File: src/rtl/dec_comm_pkg.sv
// Shared definitions for the N-channel batching UDP packetizer:
// state encoding, header size and small helper functions.
package dec_comm_pkg;

   typedef enum logic [3:0] {
      ST_IDLE,
      ST_HDR_MODE,
      ST_HDR_SEQ,
      ST_DATA,
      ST_POP,
      ST_POP_WAIT,
      ST_WAIT_SAMPLE,
      ST_STATUS,
      ST_DONE
   } state_t;

   localparam int HEADER_BYTES = 2;

   function automatic int bytes_per_sample(input int n_ch, input int fifo_length,
                                           input int byte_size);
      return n_ch * fifo_length / byte_size;
   endfunction

   function automatic logic [7:0] mode_byte(input logic circle, input logic position);
      return {{4{circle}}, {4{position}}};
   endfunction

   // Requested batch size forced into 1..max_samples; zero means a single sample.
   function automatic logic [7:0] clamp_samples(input logic [7:0] req, input int max_samples);
      if (req == 8'd0) return 8'd1;
      if (int'(req) > max_samples) return 8'(max_samples);
      return req;
   endfunction

endpackage

File: src/rtl/dec_comm_byte_sel.sv
// Combinational byte picker: selects byte byte_idx (0 = MSB) of channel ch_idx
// from the concatenated show-ahead channel FIFO outputs.
module dec_comm_byte_sel #(
   parameter int N_CH        = 4,
   parameter int FIFO_LENGTH = 64,
   parameter int BYTE_SIZE   = 8,
   parameter int CH_W        = 2,
   parameter int BI_W        = 3
) (
   input  logic [N_CH*FIFO_LENGTH-1:0] rddata_fifos,
   input  logic [CH_W-1:0]             ch_idx,
   input  logic [BI_W-1:0]             byte_idx,
   output logic [BYTE_SIZE-1:0]        o_byte
);

   localparam int BPC = FIFO_LENGTH / BYTE_SIZE;

   always_comb begin
      o_byte = '0;
      for (int k = 0; k < N_CH; k++) begin
         for (int b = 0; b < BPC; b++) begin
            if (ch_idx == CH_W'(k) && byte_idx == BI_W'(b))
               o_byte = rddata_fifos[(k+1)*FIFO_LENGTH-1-b*BYTE_SIZE -: BYTE_SIZE];
         end
      end
   end

endmodule

File: src/rtl/dec_comm_nch_batch.sv
// UDP packetizer: batches samples from N_CH jointly-popped channel FIFOs into one
// payload with mode and sequence header bytes, honouring backpressure and flushing on timeout.
module dec_comm_nch_batch
   import dec_comm_pkg::*;
#(
   parameter int AVL_SIZE      = 8,
   parameter int BYTE_SIZE     = 8,
   parameter int IP_SIZE       = 32,
   parameter int MAC_SIZE      = 48,
   parameter int FIFO_LENGTH   = 64,
   parameter int N_CH          = 4,
   parameter int MAX_SAMPLES   = 16,
   parameter int FLUSH_TIMEOUT = 1024
) (
   input  logic                                   clk,
   input  logic                                   reset,
   output logic [AVL_SIZE-1:0]                    tx_fifo_data,
   output logic [2*BYTE_SIZE+IP_SIZE+MAC_SIZE-1:0] tx_fifo_status,
   output logic                                   tx_fifo_data_write,
   output logic                                   tx_fifo_status_write,
   input  logic                                   tx_fifo_data_full,
   input  logic                                   tx_fifo_status_full,
   input  logic [MAC_SIZE-1:0]                    destination_mac,
   input  logic [IP_SIZE-1:0]                     destination_ip,
   input  logic                                   atommode_circle_nlegacy,
   input  logic                                   atommode_position_nerror,
   input  logic [7:0]                             samples_per_packet,
   output logic                                   rdreq_fifos,
   input  logic [N_CH*FIFO_LENGTH-1:0]            rddata_fifos,
   input  logic [N_CH-1:0]                        rdempty_fifos,
   output logic                                   busy
);

   localparam int BPC   = FIFO_LENGTH / BYTE_SIZE;
   localparam int BPS   = bytes_per_sample(N_CH, FIFO_LENGTH, BYTE_SIZE);
   localparam int CH_W  = (N_CH > 1) ? $clog2(N_CH) : 1;
   localparam int BI_W  = (BPC > 1) ? $clog2(BPC) : 1;
   localparam int TO_W  = $clog2(FLUSH_TIMEOUT + 1);
   localparam int LEN_W = 2 * BYTE_SIZE;

   localparam logic [CH_W-1:0] LAST_CH   = CH_W'(N_CH - 1);
   localparam logic [BI_W-1:0] LAST_BYTE = BI_W'(BPC - 1);
   localparam logic [TO_W-1:0] LAST_TICK = TO_W'(FLUSH_TIMEOUT - 1);

   state_t                                r_state;
   logic [7:0]                            r_mode;
   logic [7:0]                            r_seq;
   logic [7:0]                            r_n_target;
   logic [7:0]                            r_samples_sent;
   logic [CH_W-1:0]                       r_ch_idx;
   logic [BI_W-1:0]                       r_byte_idx;
   logic [TO_W-1:0]                       r_timeout;
   logic [AVL_SIZE-1:0]                   r_data;
   logic                                  r_data_write;
   logic [2*BYTE_SIZE+IP_SIZE+MAC_SIZE-1:0] r_status;
   logic                                  r_status_write;
   logic                                  r_rdreq;

   logic [BYTE_SIZE-1:0]                  w_byte;
   logic [LEN_W-1:0]                      w_length;
   logic                                  w_unused_empty;

   // Only channel 0's empty flag steers the FSM; the others pop in lockstep.
   assign w_unused_empty = &{1'b0, rdempty_fifos};

   assign w_length = LEN_W'(HEADER_BYTES) + LEN_W'(r_samples_sent) * LEN_W'(BPS);

   dec_comm_byte_sel #(
      .N_CH       (N_CH),
      .FIFO_LENGTH(FIFO_LENGTH),
      .BYTE_SIZE  (BYTE_SIZE),
      .CH_W       (CH_W),
      .BI_W       (BI_W)
   ) u_byte_sel (
      .rddata_fifos(rddata_fifos),
      .ch_idx      (r_ch_idx),
      .byte_idx    (r_byte_idx),
      .o_byte      (w_byte)
   );

   always_ff @(posedge clk) begin
      if (reset) begin
         r_state        <= ST_IDLE;
         r_mode         <= '0;
         r_seq          <= '0;
         r_n_target     <= '0;
         r_samples_sent <= '0;
         r_ch_idx       <= '0;
         r_byte_idx     <= '0;
         r_timeout      <= '0;
         r_data         <= '0;
         r_data_write   <= 1'b0;
         r_status       <= '0;
         r_status_write <= 1'b0;
         r_rdreq        <= 1'b0;
      end else begin
         // NOTE: strobes default low every cycle, so any state that asserts one yields a one-cycle pulse.
         r_data_write   <= 1'b0;
         r_status_write <= 1'b0;
         r_rdreq        <= 1'b0;
         unique case (r_state)
            ST_IDLE: begin
               if (!rdempty_fifos[0] && !tx_fifo_status_full) begin
                  r_mode         <= mode_byte(atommode_circle_nlegacy, atommode_position_nerror);
                  r_n_target     <= clamp_samples(samples_per_packet, MAX_SAMPLES);
                  r_samples_sent <= '0;
                  r_ch_idx       <= '0;
                  r_byte_idx     <= '0;
                  r_timeout      <= '0;
                  r_state        <= ST_HDR_MODE;
               end
            end
            ST_HDR_MODE: begin
               if (!tx_fifo_data_full) begin
                  r_data       <= AVL_SIZE'(r_mode);
                  r_data_write <= 1'b1;
                  r_state      <= ST_HDR_SEQ;
               end
            end
            ST_HDR_SEQ: begin
               if (!tx_fifo_data_full) begin
                  r_data       <= AVL_SIZE'(r_seq);
                  r_data_write <= 1'b1;
                  r_state      <= ST_DATA;
               end
            end
            ST_DATA: begin
               if (!tx_fifo_data_full) begin
                  r_data       <= AVL_SIZE'(w_byte);
                  r_data_write <= 1'b1;
                  if (r_byte_idx == LAST_BYTE) begin
                     r_byte_idx <= '0;
                     if (r_ch_idx == LAST_CH) begin
                        r_ch_idx <= '0;
                        r_rdreq  <= 1'b1;
                        r_state  <= ST_POP;
                     end else begin
                        r_ch_idx <= r_ch_idx + CH_W'(1);
                     end
                  end else begin
                     r_byte_idx <= r_byte_idx + BI_W'(1);
                  end
               end
            end
            ST_POP: begin
               r_samples_sent <= r_samples_sent + 8'd1;
               r_state        <= ST_POP_WAIT;
            end
            ST_POP_WAIT: begin
               r_state <= (r_samples_sent == r_n_target) ? ST_STATUS : ST_WAIT_SAMPLE;
            end
            ST_WAIT_SAMPLE: begin
               if (!rdempty_fifos[0]) begin
                  r_timeout <= '0;
                  r_state   <= ST_DATA;
               end else if (r_timeout == LAST_TICK) begin
                  r_timeout <= '0;
                  r_state   <= ST_STATUS;
               end else begin
                  r_timeout <= r_timeout + TO_W'(1);
               end
            end
            ST_STATUS: begin
               if (!tx_fifo_status_full) begin
                  r_status       <= {w_length, destination_ip, destination_mac};
                  r_status_write <= 1'b1;
                  r_seq          <= r_seq + 8'd1;
                  r_state        <= ST_DONE;
               end
            end
            ST_DONE: r_state <= ST_IDLE;
            default: r_state <= ST_IDLE;
         endcase
      end
   end

   assign tx_fifo_data         = r_data;
   assign tx_fifo_data_write   = r_data_write;
   assign tx_fifo_status       = r_status;
   assign tx_fifo_status_write = r_status_write;
   assign rdreq_fifos          = r_rdreq;
   assign busy                 = (r_state != ST_IDLE);

endmodule
File: config.mk
export PLATFORM = sky130hd
export DESIGN_NAME = dec_comm_nch_batch
export DESIGN_NICKNAME = d
export VERILOG_FILES = /design/src/rtl/dec_comm_pkg.sv /design/src/rtl/dec_comm_byte_sel.sv /design/src/rtl/dec_comm_nch_batch.sv
export SDC_FILE = /design/constraint.sdc
export NUM_CORES = 1
export LEC_CHECK = 0
export ABC_CLOCK_PERIOD_IN_PS = 7740
export CAP_MARGIN = 10
export CORE_AREA = 2 2 180 182
export DETAILED_ROUTE_END_ITERATION = 7
export DIE_AREA = 0 0 182 184
export SYNTH_ARGS = -nofsm -noshare
export SYNTH_HDL_FRONTEND = slang
export SYNTH_SLANG_ARGS = --single-unit
export TNS_END_PERCENT = 20
File: constraint.sdc
create_clock -name clk -period 7.74 [get_ports clk]
set_clock_uncertainty 0.1 [all_clocks]
set_input_delay 2.322 -clock clk [delete_from_list [all_inputs] [get_ports clk]]
set_output_delay 2.322 -clock clk [all_outputs]
set_load 0.05 [all_outputs]
==> results.cfg <==
[finish]
finish.utilization = 0.458
fillers = 3204
final_common_cell = clkdlybuf4s50_1
design_area_mm2 = 0.0144
syn_to_final_growth_pct = 58.3
seqCellArea_mm2 = 0.00292
multi_input_area_mm2 = 0.00567
drive_gt1_frac = 0.0418
mostFrequentLayoutCells = 450 x clkdlybuf4s50_1, 269 x nand2_1, 187 x a21oi_1, 145 x dfxtp_1, 95 x nor2_1
finalNetCount = 2052

[clocking]
clkTransAtPathRegs_ps = 60
post_cts_resized = 0
ctsHoldBuffers = 0
clk_latency_ps = 430
cts.sinks = 146
clk_path_buf_depth = 2
cts_tree = done
cts_root_buf = clkbuf_16
tritoncts.num_buffers = 17
cts-htree-levels = 4
postCtsSetupRepairBufs = 0

[floorplanning]
die_w_um = 182
pin_count = 462
rows = 65
fp.dieArea_mm2 = 0.0335
coreArea_mm2 = 0.0314
dieHeight_um = 184
start_util = 0.290

[synth]
seq_area_frac_synth = 0.322
synthArstFlopShare = 0
yosysUniqueCellTypes = 76
synth_top_area_frac = 0.322
avgSynthCellArea_um2 = 6.97
netlist_top_cells_area = dfxtp_1 32%, nand2_1 11%, a21oi_1 10%
synth_area_mm2 = 0.00909
synth-warning-count = 0
synth-edff-count = 0
yosys.area.top_type = dfxtp_1
synth-main-ff-cell = dfxtp_1
synth-seq-cells = 146
syn_inst = 1305

[timing]
max-slew-margin-rel = 0.232
max_freq_ghz = 0.210
rsz0062_at_grt = no
post-route-min-period_ps = 4750
fin_crit_sh = 0.614
setup_viol = 0
hold_viol = 0
worstMarginPinSlew_ps = 1150
slew_viol_final = 0
setup_tns_ps = 0
fin_ws_ps = 2990

[power_and_ir_drop]
power-per-cell-area_mw_per_mm2 = 146
leakagePower_nw = 4.93
peakVddDrop_uv = 213
power_mw = 2.10

[grt]
met1_usage = 0.344
antenna_found_initial = 15
grt_pass1_vias = 11437
use_met3 = 0.0846
grt_max_degree = 103
grt_overflow_total = 0
gr-usage-met2 = 0.454
grt_pass1_wl_mm = 72.2
top_usage_layer = met2
grt_usage = 0.284

[place]
portBuffers = 451
gp_congestion = 0.987
dp_slack_ps = 2890
placed_cell_area_mm2 = 0.0138
place_hpwl_mm = 36.0

[drt]
vias = 11625
wirelength_mm = 48.5
drt.antenna.violating_nets = 0
wl_per_cell_um = 23.0
initialDrtViolationCount = 1020
avgViaCountPerCell = 5.50
dr.pass1.iters = 6
route.detailed.drc = 0

[setup_path]
cp_data_required_time_ps = 5320
critPathSlowestCell = clkdlybuf4s50_1
max_stage_delay_ps = 840
arrival_ps = 2330
crit_buf_inv = 1
cp_top_family = buffers and inverters
critical_path.cell_chain = nor2_1, nand2_1, clkdlybuf4s50_1
end_kind = output port
critPathKind = flop to output port
rrSetupSlack_ps = 3650
cp_max_fo = 18
critPathLaunchType = flop

[flow_run]
maxCapViolCount = 0

[min_path]
hp-class = flop to flop

[status]
status = completed
kinds of logic after synthesis:
family / after synthesis / synth area share
buffers and inverters: 130 / 0.0593
other: 1 / 0.000413
xor gates and xnor gates: 23 / 0.0222
AOI/OAI and AO/OA: 454 / 0.309
adders and majority gates: 13 / 0.0179
muxes: 4 / 0.00468
DFF: 146 / 0.322
and+or+nand+nor: 534 / 0.265
report_power, final:
group	total [mW]	internal, mW	switching, mW
Sequential	0.797	0.771	0.0261
Combinational	0.519	0.259	0.260
Clock	0.784	0.433	0.352
Total	2.10	1.46	0.638
through the flow:
step	hold WS (ps)	instances
floorplan	327	1311
global placement	338	2068
detailed placement	343	2068
CTS	354	2100
global route	371	2112
finish	354	2114
per-layer routing:
layer	part of all wire	up-vias
li1	-	5420
met1	0.40	5430
met2	0.45	666
met3	0.11	107
met4	0.045	2
met5	0.00027	-
worst min-delay path, cell delays in order (launching register included):
cell	delay, ps
dfxtp_1	310
nand2_1	50
a21oi_1	50
path summary, 6_finish.rpt:
path,startpoint,end,cells after the start
worst max-delay path,r_state[1],busy,3
worst min-delay path,tx_fifo_status[6],tx_fifo_status[6],2
worst max register to register,r_byte_idx[0],tx_fifo_data[3],9
worst min register to register,tx_fifo_status[6],tx_fifo_status[6],2
cell usage after synthesis (4+ instances only):
cell type	n
a211oi_1	11
dfxtp_1	146
buf_1	5
buf_4	7
a21o_1	4
inv_1	15
o32ai_1	4
nor2_1	95
buf_2	13
a22oi_1	22
o31ai_1	5
or3_1	8
o21ai_0	93
nand2_1	269
nor3b_1	6
o221ai_1	6
o22ai_1	11
a221oi_1	5
xor2_1	17
a221o_1	6
and3b_1	5
a31oi_1	15
o2111ai_1	4
clkbuf_1	87
a22o_1	6
a2bb2oi_1	6
nand3_1	43
o211ai_1	16
nand4_1	12
and3_1	16
and2_1	7
nor2b_1	10
nand3b_1	7
nand2b_1	15
nor4_1	7
xnor2_1	6
o21a_1	11
ha_1	13
a21oi_1	187
nor3_1	22
o2bb2ai_1	7
area by class of cell:
type,count,share of cell area
repair buffers,469,0.323
well taps,402,0.0350
clock inverters,12,0.00678
flip-flops and latches,146,0.203
inverters,16,0.00417
clock buffers,20,0.0317
diodes,14,0.00243
multi-input cells,1035,0.394
sequential cells by signal (all words and copies together) (netlist names):
signal                cells
r_n_target                8
tx_fifo_data_write        1
r_byte_idx                3
r_timeout                11
tx_fifo_status_write      1
rdreq_fifos               1
r_mode                    2
tx_fifo_data              8
tx_fifo_status           89
r_ch_idx                  2
r_seq                     8
r_state                   4
r_samples_sent            8
(Power assumes the default switching activity.)
